**src/rtl/fifo_pkt_pkg.sv**
```systemverilog
// Shared types and widths for the length-framed FIFO packet reader.
// Packets are one length byte followed by that many payload bytes.
package fifo_pkt_pkg;

  localparam int DATA_W = 8;
  localparam int LEN_W  = 8;

  typedef enum logic [0:0] {
    ST_HDR     = 1'b0,
    ST_PAYLOAD = 1'b1
  } state_e;

  // True when the remaining-byte count marks the final payload beat.
  function automatic logic rem_is_last(input logic [LEN_W-1:0] rem);
    return (rem == LEN_W'(1));
  endfunction

endpackage

```
**src/rtl/fifo_skid_buf.sv**
```systemverilog
// Small circular buffer that catches registered FIFO read data so that
// downstream stalls never drop a byte already requested from the FIFO.
module fifo_skid_buf #(
  parameter int DEPTH = 3,
  parameter int WIDTH = 8,
  localparam int OCC_W = $clog2(DEPTH + 1),
  localparam int PTR_W = (DEPTH > 1) ? $clog2(DEPTH) : 1
) (
  input  logic             clk,
  input  logic             rst,
  input  logic             push,
  input  logic [WIDTH-1:0] push_data,
  input  logic             pop,
  output logic [WIDTH-1:0] head,
  output logic [OCC_W-1:0] occ
);

  logic [WIDTH-1:0] mem_q [DEPTH];
  logic [PTR_W-1:0] wr_ptr_q, wr_ptr_d;
  logic [PTR_W-1:0] rd_ptr_q, rd_ptr_d;
  logic [OCC_W-1:0] occ_q, occ_d;
  logic             do_push;
  logic             do_pop;

  function automatic logic [PTR_W-1:0] ptr_inc(input logic [PTR_W-1:0] p);
    return (p == PTR_W'(DEPTH - 1)) ? PTR_W'(0) : p + PTR_W'(1);
  endfunction

  // Guarded push/pop and next-state for pointers and occupancy.
  always_comb begin
    wr_ptr_d = wr_ptr_q;
    rd_ptr_d = rd_ptr_q;
    occ_d    = occ_q;
    do_pop   = pop && (occ_q != OCC_W'(0));
    do_push  = push && ((occ_q < OCC_W'(DEPTH)) || do_pop);
    if (do_push) begin
      wr_ptr_d = ptr_inc(wr_ptr_q);
    end else begin
      wr_ptr_d = wr_ptr_q;
    end
    if (do_pop) begin
      rd_ptr_d = ptr_inc(rd_ptr_q);
    end else begin
      rd_ptr_d = rd_ptr_q;
    end
    case ({do_push, do_pop})
      2'b10:   occ_d = occ_q + OCC_W'(1);
      2'b01:   occ_d = occ_q - OCC_W'(1);
      default: occ_d = occ_q;
    endcase
  end

  // Pointer and occupancy registers.
  always_ff @(posedge clk) begin
    if (rst) begin
      wr_ptr_q <= PTR_W'(0);
      rd_ptr_q <= PTR_W'(0);
      occ_q    <= OCC_W'(0);
    end else begin
      wr_ptr_q <= wr_ptr_d;
      rd_ptr_q <= rd_ptr_d;
      occ_q    <= occ_d;
    end
  end

  // Storage needs no reset; occupancy gates every read of it.
  always_ff @(posedge clk) begin
    if (!rst && do_push) begin
      mem_q[wr_ptr_q] <= push_data;
    end
  end

  assign head = mem_q[rd_ptr_q];
  assign occ  = occ_q;

endmodule

```
**src/rtl/fifo_pkt_reader.sv**
```systemverilog
// Pops length-framed packets from an 8-bit FIFO and emits payload bytes on a
// valid/ready stream with out_last on each packet's final byte.
module fifo_pkt_reader
  import fifo_pkt_pkg::*;
#(
  parameter int SKID_DEPTH = 3,
  parameter int CNT_W      = 16
) (
  input  logic              clk,
  input  logic              rst,
  output logic              fifo_rd_en,
  input  logic [DATA_W-1:0] fifo_rd_data,
  input  logic              fifo_empty,
  output logic [DATA_W-1:0] out_data,
  output logic              out_valid,
  input  logic              out_ready,
  output logic              out_last,
  output logic [CNT_W-1:0]  pkt_count,
  output logic              err_zero_len,
  output logic              busy
);

  localparam int OCC_W = $clog2(SKID_DEPTH + 1);

  state_e             state_q, state_d;
  logic [LEN_W-1:0]   rem_q, rem_d;
  logic [CNT_W-1:0]   cnt_q, cnt_d;
  logic               err_q, err_d;
  logic               inflight_q, inflight_d;
  logic               pop;
  logic [DATA_W-1:0]  head;
  logic [OCC_W-1:0]   occ;
  logic [OCC_W:0]     pending;
  logic               head_avail;

  fifo_skid_buf #(
    .DEPTH (SKID_DEPTH),
    .WIDTH (DATA_W)
  ) u_skid (
    .clk       (clk),
    .rst       (rst),
    .push      (inflight_q),
    .push_data (fifo_rd_data),
    .pop       (pop),
    .head      (head),
    .occ       (occ)
  );

  // Reads are issued only from registered occupancy so out_ready never
  // reaches fifo_rd_en combinationally; every request has a reserved slot.
  always_comb begin
    pending    = {1'b0, occ} + (OCC_W + 1)'(inflight_q);
    fifo_rd_en = !rst && !fifo_empty && (pending < (OCC_W + 1)'(SKID_DEPTH));
    inflight_d = fifo_rd_en;
  end

  // Header/payload sequencing on the skid head.
  always_comb begin
    state_d    = state_q;
    rem_d      = rem_q;
    cnt_d      = cnt_q;
    err_d      = 1'b0;
    pop        = 1'b0;
    out_valid  = 1'b0;
    out_last   = 1'b0;
    head_avail = (occ != OCC_W'(0));
    case (state_q)
      ST_HDR: begin
        if (head_avail) begin
          pop   = 1'b1;
          rem_d = head;
          if (head == LEN_W'(0)) begin
            err_d = 1'b1;
          end else begin
            state_d = ST_PAYLOAD;
          end
        end else begin
          pop = 1'b0;
        end
      end
      ST_PAYLOAD: begin
        out_valid = head_avail;
        out_last  = head_avail && rem_is_last(rem_q);
        if (out_valid && out_ready) begin
          pop   = 1'b1;
          rem_d = rem_q - LEN_W'(1);
          if (rem_is_last(rem_q)) begin
            state_d = ST_HDR;
            cnt_d   = cnt_q + CNT_W'(1);
          end else begin
            state_d = ST_PAYLOAD;
          end
        end else begin
          pop = 1'b0;
        end
      end
      default: begin
        state_d = ST_HDR;
        rem_d   = LEN_W'(0);
      end
    endcase
  end

  // Control state registers.
  always_ff @(posedge clk) begin
    if (rst) begin
      state_q    <= ST_HDR;
      rem_q      <= LEN_W'(0);
      cnt_q      <= CNT_W'(0);
      err_q      <= 1'b0;
      inflight_q <= 1'b0;
    end else begin
      state_q    <= state_d;
      rem_q      <= rem_d;
      cnt_q      <= cnt_d;
      err_q      <= err_d;
      inflight_q <= inflight_d;
    end
  end

  assign out_data     = head;
  assign pkt_count    = cnt_q;
  assign err_zero_len = err_q;
  assign busy         = (state_q == ST_PAYLOAD) || (occ != OCC_W'(0)) || inflight_q;

endmodule

```
**config.mk**
```make
export PLATFORM = sky130hd
export DESIGN_NAME = fifo_pkt_reader
export DESIGN_NICKNAME = d
export VERILOG_FILES = /design/src/rtl/fifo_pkt_pkg.sv /design/src/rtl/fifo_skid_buf.sv /design/src/rtl/fifo_pkt_reader.sv
export SDC_FILE = /design/constraint.sdc
export NUM_CORES = 1
export LEC_CHECK = 0
export CAP_MARGIN = 5
export CORE_AREA = 3 3 86 88
export CTS_CLUSTER_SIZE = 10
export DETAILED_ROUTE_END_ITERATION = 7
export DIE_AREA = 0 0 89 91
export HOLD_SLACK_MARGIN = 0.06
export SLEW_MARGIN = 20
export SYNTH_ARGS = -nofsm -noshare
export SYNTH_HDL_FRONTEND = slang
export SYNTH_SLANG_ARGS = --single-unit
```
**constraint.sdc**
```tcl
create_clock -name clk -period 2.9 [get_ports clk]
set_clock_uncertainty 0.2 [all_clocks]
set_input_delay 0.435 -clock clk [delete_from_list [all_inputs] [get_ports clk]]
set_output_delay 0.435 -clock clk [all_outputs]
set_load 0.03 [all_outputs]
```
# [Word level (Yosys, flattened, before mapping)]
# Memories as Yosys holds them, arrays and structs flattened. A register that Yosys moved wholly into a read port is not among the register bits.
# Index checks and enable logic that the tools add are counted.
[word_totals] regBits=33 ramBits=24 romBits=0 n_memories=1 word_cells=66 latchBits=0 input_bits=12
[memory_table] memory="u_skid.mem_q" words=3 word_bits=8 rd=1 rd_clocked_by_memory_dff=1 wr=1 line="fifo_skid_buf.sv:18" source="logic [WIDTH-1:0] mem_q [DEPTH];"
[op_classes] n_addsub=7 shifts=0 n_lt_le_gt_ge=2 div_mod_pow=0 muxes=21 n_reduce_logical=18 mul=0 n_eq_ne=7 bitwise_logic=2
[ops] op="16-bit by 1-bit adder with 16-bit output (second input constant)" count=1
[ops] op="8-bit two-way mux" count=2
[ops] op="8-bit case mux with 2 select lines" count=1
[ops] op="1-bit two-way mux" count=11
[ops] op="8-bit by 1-bit equality test with 1-bit output (second input constant)" count=1
[ops] op="8-bit logical NOT" count=1
[ops] op="2-bit two-way mux" count=4
[ops] op="8-bit by 1-bit subtractor with 8-bit output (second input constant)" count=1
[ops] op="1-bit logical AND" count=7
[ops] op="2-bit by 1-bit adder with 2-bit output (second input constant)" count=3
[ops] op="2-bit equality test (second input constant)" count=3
[ops] op="1-bit case mux with 2 select lines" count=2
[ops] op="2-bit case mux with 2 select lines" count=1
[ops] op="2-bit nonzero test" count=2
[ops] op="2-bit by 1-bit adder with 3-bit output" count=1
[ops] op="1-bit logical OR" count=3
[ops] op="3-bit by 2-bit less-than comparator with 1-bit output (second input constant)" count=1
[ops] op="3-bit AND reduction" count=1
[ops] op="3-bit OR reduction" count=1
[ops] op="2-bit by 1-bit equality test with 1-bit output (second input constant)" count=1
[ops] op="1-bit logical NOT" count=2
[ops] op="2-bit less-than comparator (second input constant)" count=1
[ops] op="2-bit by 1-bit != test with 1-bit output (second input constant)" count=1
[ops] op="2-bit != test (second input constant)" count=1
[ops] op="other kinds (3)" count=4

# [Logic depth before layout (Yosys ltp)]
[depth] ltp_word=10 mapped_depth=9

# [By module]
# A second synthesis with hierarchy kept.
[unflattened] cells_unflattened=259 hier_area_um2=2690.1
[modules_own_cells] module="fifo_pkt_reader" area_each_um2=1480.2 n_inst=1 seq_area_each_um2=540.5 cells_per_inst=174
[modules_own_cells] module="fifo_skid_buf" area_each_um2=1209.9 n_inst=1 seq_area_each_um2=880.8 cells_per_inst=85

# [Least setup slack after synthesis]
# OpenSTA, ideal clock, no wires.
[synth_path] path_type="register to output" from="register u_skid.occ_q[0], in the netlist u_skid.occ[0]" to="output fifo_rd_en" t_required_ns=2.265 setup_slack_ns=-0.148 stages_incl_launch_ff=4 t_arrival_ns=2.413 cell_sequence="dfxtp_1 -> ha_1 -> ha_1 -> a2111oi_0"
[synth_between] elab_chain_cells=3
[synth_rtl] item="start, declared" line="fifo_skid_buf.sv:21" source="logic [OCC_W-1:0] occ_q, occ_d;"
[synth_rtl] item="start signal, assigned" line="fifo_skid_buf.sv:58" source="occ_q <= OCC_W'(0);"
[synth_rtl] item="start signal, assigned" line="fifo_skid_buf.sv:62" source="occ_q <= occ_d;"
[synth_rtl] item="2-bit by 1-bit adder with 3-bit output" line="fifo_pkt_reader.sv:52" source="pending = {1'b0, occ} + (OCC_W + 1)'(inflight_q);"
[synth_rtl] item="3-bit by 2-bit less-than comparator with 1-bit output" line="fifo_pkt_reader.sv:53" source="fifo_rd_en = !rst && !fifo_empty && (pending < (OCC_W + 1)'(SKID_DEPTH));"
[synth_rtl] item="1-bit logical AND" line="fifo_pkt_reader.sv:53"
[synth_rtl] item="end, declared" line="fifo_pkt_reader.sv:11" source="output logic fifo_rd_en,"
# No other way between the ends.

==> flow_summary.yaml <==
critical_path:
  endpoint_kind: "output port"
  path_buf_inv: 1
  crit_fanout: 14
  crit_slowest_cell: "clkdlybuf4s50_1"
  r2r-end: "state_q$_SDFF_PP0_"
  rr_worst_depth: 4
  cp_slowest_stage_delay_ns: 0.75
  worstPathCellList: "nand2_1 -> o21ai_1 -> clkdlybuf4s50_1"
  r2r_slack_ns: 0.61
  path_depth: 3
  cp-start-kind: "flop"
  crit_required_ns: 2.27
  worst-setup-path-type: "reg -> out"
  critPathCapture: "out_data[0]"
  cp_top_family: "buffers and inverters"
  cp.arrival_ns: 2.05
logic_synthesis:
  synth_cell_types: 43
  synth_compound_area_frac: 0.102
  synthAdderAreaFrac: 0.0285
  syn_inst: 257
  ys_ff_latch: 59
  yosys_warnings: 0
  syn_area_sq_mm: 0.00263
  syn_avg_cell_area_sq_um: 10.2
  synth-simple-area-share: 0.205
  synth-xor-area-share: 0.0466
  synthMuxAreaShare: 0.0471
  synth_top_family_by_area: "simple AND/OR/NAND/NOR gates"
  synth_fp_nets: 275
  seq_area_frac_synth: 0.540
cells_and_area:
  areaGrowthSynthToFinish_pct: 26.5
  layout-drive-gt1-share: 0.0997
  nets: 324
  diodes: 0
timing:
  tightest_slew_ns: 0.750
  period_minus_slack_ns: 2.68
  final-hold-violation-count: 0
  hold_ws_ns: 0.285
  drv_slew: 0
  maxSlewHeadroom: 0.496
  fin_setup_tns_ns: 0
  setup_viol: 0
  post-route-period-util: 0.924
  max_freq_mhz: 373
  rsz0062_at_grt: "false"
detailed_routing:
  first_pass_iters: 4
  vias: 2038
  routed_wirelength_um: 5700
  vias_per_cell: 5.21
  route.detailed.wl_per_inst_um: 14.6
  ant_nets: 0
  drc: 0
  first_iter_violations: 130
clocking:
  htreeDepth: 3
  cts_tree: "yes"
  worst_skew_pair.late_latency_ns: 0.34
  cts_setup_buffers: 0
  cts.clk_slew.worst_paths_ns: 0.07
  root_buffer: "clkbuf_8"
  clk_path_buf_depth: 2
  ctsHoldBuffers: 0
  cts.sinks: 59
  numCtsBuffers: 9
floorplanning:
  initial_core_util: 0.391
  die_area_sq_mm: 0.00810
  core_region_area_sq_mm: 0.00672
  rows: 30
  io_pins: 41
  die_y_um: 91
  die_x_um: 89
pwr:
  power_w: 0.00277
  vdd_drop_max_uv: 420
  leakagePower_nw: 1.16
  power_density_mw_per_mm2: 832
grt:
  grt_pass1_wl_um: 9300
  grt_max_degree: 35
  grt_pass1_vias: 1881
  antenna_found_initial: 0
  grt.total_usage: 0.151
  overflow: 0
placed_design:
  io_buffers: 40
  dp_hpwl_um: 3980
  gp_congestion: 0.747
job:
  drv_cap: 0
min_path:
  hp-class: "reg -> reg"
status:
  status: "finished, final reports clean"
==> how the worst min path moves through the flow <==
| stage | from | endpoint | slack (ns) | depth (start not counted) |
|---|---|---|---|---|
| final | rem_q[7]$_SDFFE_PP0P_ | rem_q[7]$_SDFFE_PP0P_ | 0.28 | 2 |
| after global routing | rem_q[7]$_SDFFE_PP0P_ | rem_q[7]$_SDFFE_PP0P_ | 0.32 | 2 |
| after CTS | rem_q[7]$_SDFFE_PP0P_ | rem_q[7]$_SDFFE_PP0P_ | 0.29 | 2 |
| after detailed placement | rem_q[7]$_SDFFE_PP0P_ | rem_q[7]$_SDFFE_PP0P_ | 0.28 | 2 |
| after global placement | rem_q[7]$_SDFFE_PP0P_ | rem_q[7]$_SDFFE_PP0P_ | 0.27 | 2 |
| after floorplan | rem_q[7]$_SDFFE_PP0P_ | rem_q[7]$_SDFFE_PP0P_ | 0.25 | 2 |
==> state kept, by name, indices dropped and copies added, names as in the netlist, 2 cells and up, named ones only <==
| name | count |
|---|---|
| rem_q | 8 |
| u_skid.occ | 2 |
| u_skid.rd_ptr_q | 2 |
| pkt_count | 16 |
| u_skid.mem_q | 24 |
| u_skid.wr_ptr_q | 2 |
==> per-layer routing <==
metal	vias to the layer above	track usage	part of all wire
li1	1037	-	-
met3	4	0.0535	0.032
met4	0	0.0521	0.012
met5	-	0	0
met2	42	0.224	0.49
met1	955	0.203	0.46
==> layout make-up <==
cell class | count | area (sq um)
fill | 643 | 3390
sequential | 59 | 1420
multi-input combinational | 180 | 1130
timing repair buffer | 50 | 473
clock buffer | 9 | 124
tap | 80 | 100
clock inverter | 7 | 53.8
inverter | 6 | 22.5
==> stage by stage <==
| step | cells | cell area (sq um) | util | setup slack (ns) |
|---|---|---|---|---|
| after CTS | 391 | 3330 | 0.495 | 0.0450 |
| after floorplan | 257 | 2630 | - | 0.235 |
| after global placement | 375 | 3150 | 0.469 | 0.346 |
| after detailed placement | 375 | 3150 | 0.469 | 0.278 |
| final | 391 | 3330 | 0.495 | 0.219 |
| after global routing | 391 | 3330 | 0.495 | 0.0959 |
==> cells in the final DEF, fill, tap and decap left out, types with 5 or more instances in the layout <==
| master | count |
|---|---|
| edfxtp_1 | 24 |
| buf_4 | 11 |
| nor2_1 | 27 |
| mux2i_1 | 9 |
| ha_1 | 6 |
| inv_1 | 5 |
| nand4_1 | 12 |
| nand2_1 | 20 |
| a21oi_1 | 16 |
| o21ai_1 | 5 |
| clkbuf_8 | 9 |
| nor3_1 | 5 |
| clkdlybuf4s50_1 | 39 |
| dfxtp_1 | 34 |
| a211oi_1 | 5 |
| xor2_1 | 13 |
| o21ai_0 | 14 |
==> what timing repair did <==
action | 4_1_cts | 5_1_grt
gates resized for setup | 2 | 1
endpoints found under the setup margin | 2 | 5
pin swaps | 0 | 0
==> tightest hold or removal path: stages (launching register included) <==
cell and delay, ns:
dfxtp_1 0.31, o21ai_0 0.07, a21oi_1 0.06
==> Yosys cell counts, drive strengths merged <==
cell type / instances / share of area
nor3b: 3 / 0.0086
mux2: 3 / 0.013
mux2i: 9 / 0.034
a21oi: 16 / 0.030
and2: 2 / 0.0048
nand4b: 1 / 0.0033
dfxtp: 35 / 0.27
nor4: 3 / 0.0095
a22o: 1 / 0.0033
clkinv: 1 / 0.0014
o21ai: 19 / 0.036
and4: 4 / 0.013
a2111oi: 2 / 0.0067
ha: 6 / 0.029
or3: 3 / 0.0071
nor3: 5 / 0.0095
buf: 5 / 0.011
xnor2: 1 / 0.0033
nand2: 20 / 0.029
o22ai: 1 / 0.0024
a22oi: 1 / 0.0029
or4: 3 / 0.010
a211oi: 5 / 0.014
nor2: 27 / 0.039
nor4b: 2 / 0.0067
and3: 4 / 0.0095
o2bb2ai: 1 / 0.0033
edfxtp: 24 / 0.27
xor2: 13 / 0.043
o21a: 1 / 0.0029
nand3: 4 / 0.0076
clkbuf: 7 / 0.010
inv: 5 / 0.0071
nand2b: 3 / 0.0071
nand3b: 1 / 0.0029
nand4: 12 / 0.029
nor2b: 4 / 0.0095
==> power by group <==
group          internal (W)  leakage, nW  switching [W]
Sequential         0.000968        0.502       0.000129
Clock              0.000313       0.0835       0.000352
Combinational      0.000421        0.575       0.000586
Total               0.00170         1.16        0.00107
==> cells by family (layout without fill, tap and decap cells) <==
logic type | count (synthesis) | in the layout
adders and majority gates | 6 | 6
buffers and inverters | 18 | 72
xor gates and xnor gates | 14 | 14
and+or+nand+nor | 101 | 101
AOI/OAI and AO/OA | 47 | 47
DFF | 59 | 59
muxes | 12 | 12
No activity file was read; power rests on OpenSTA's default activity.
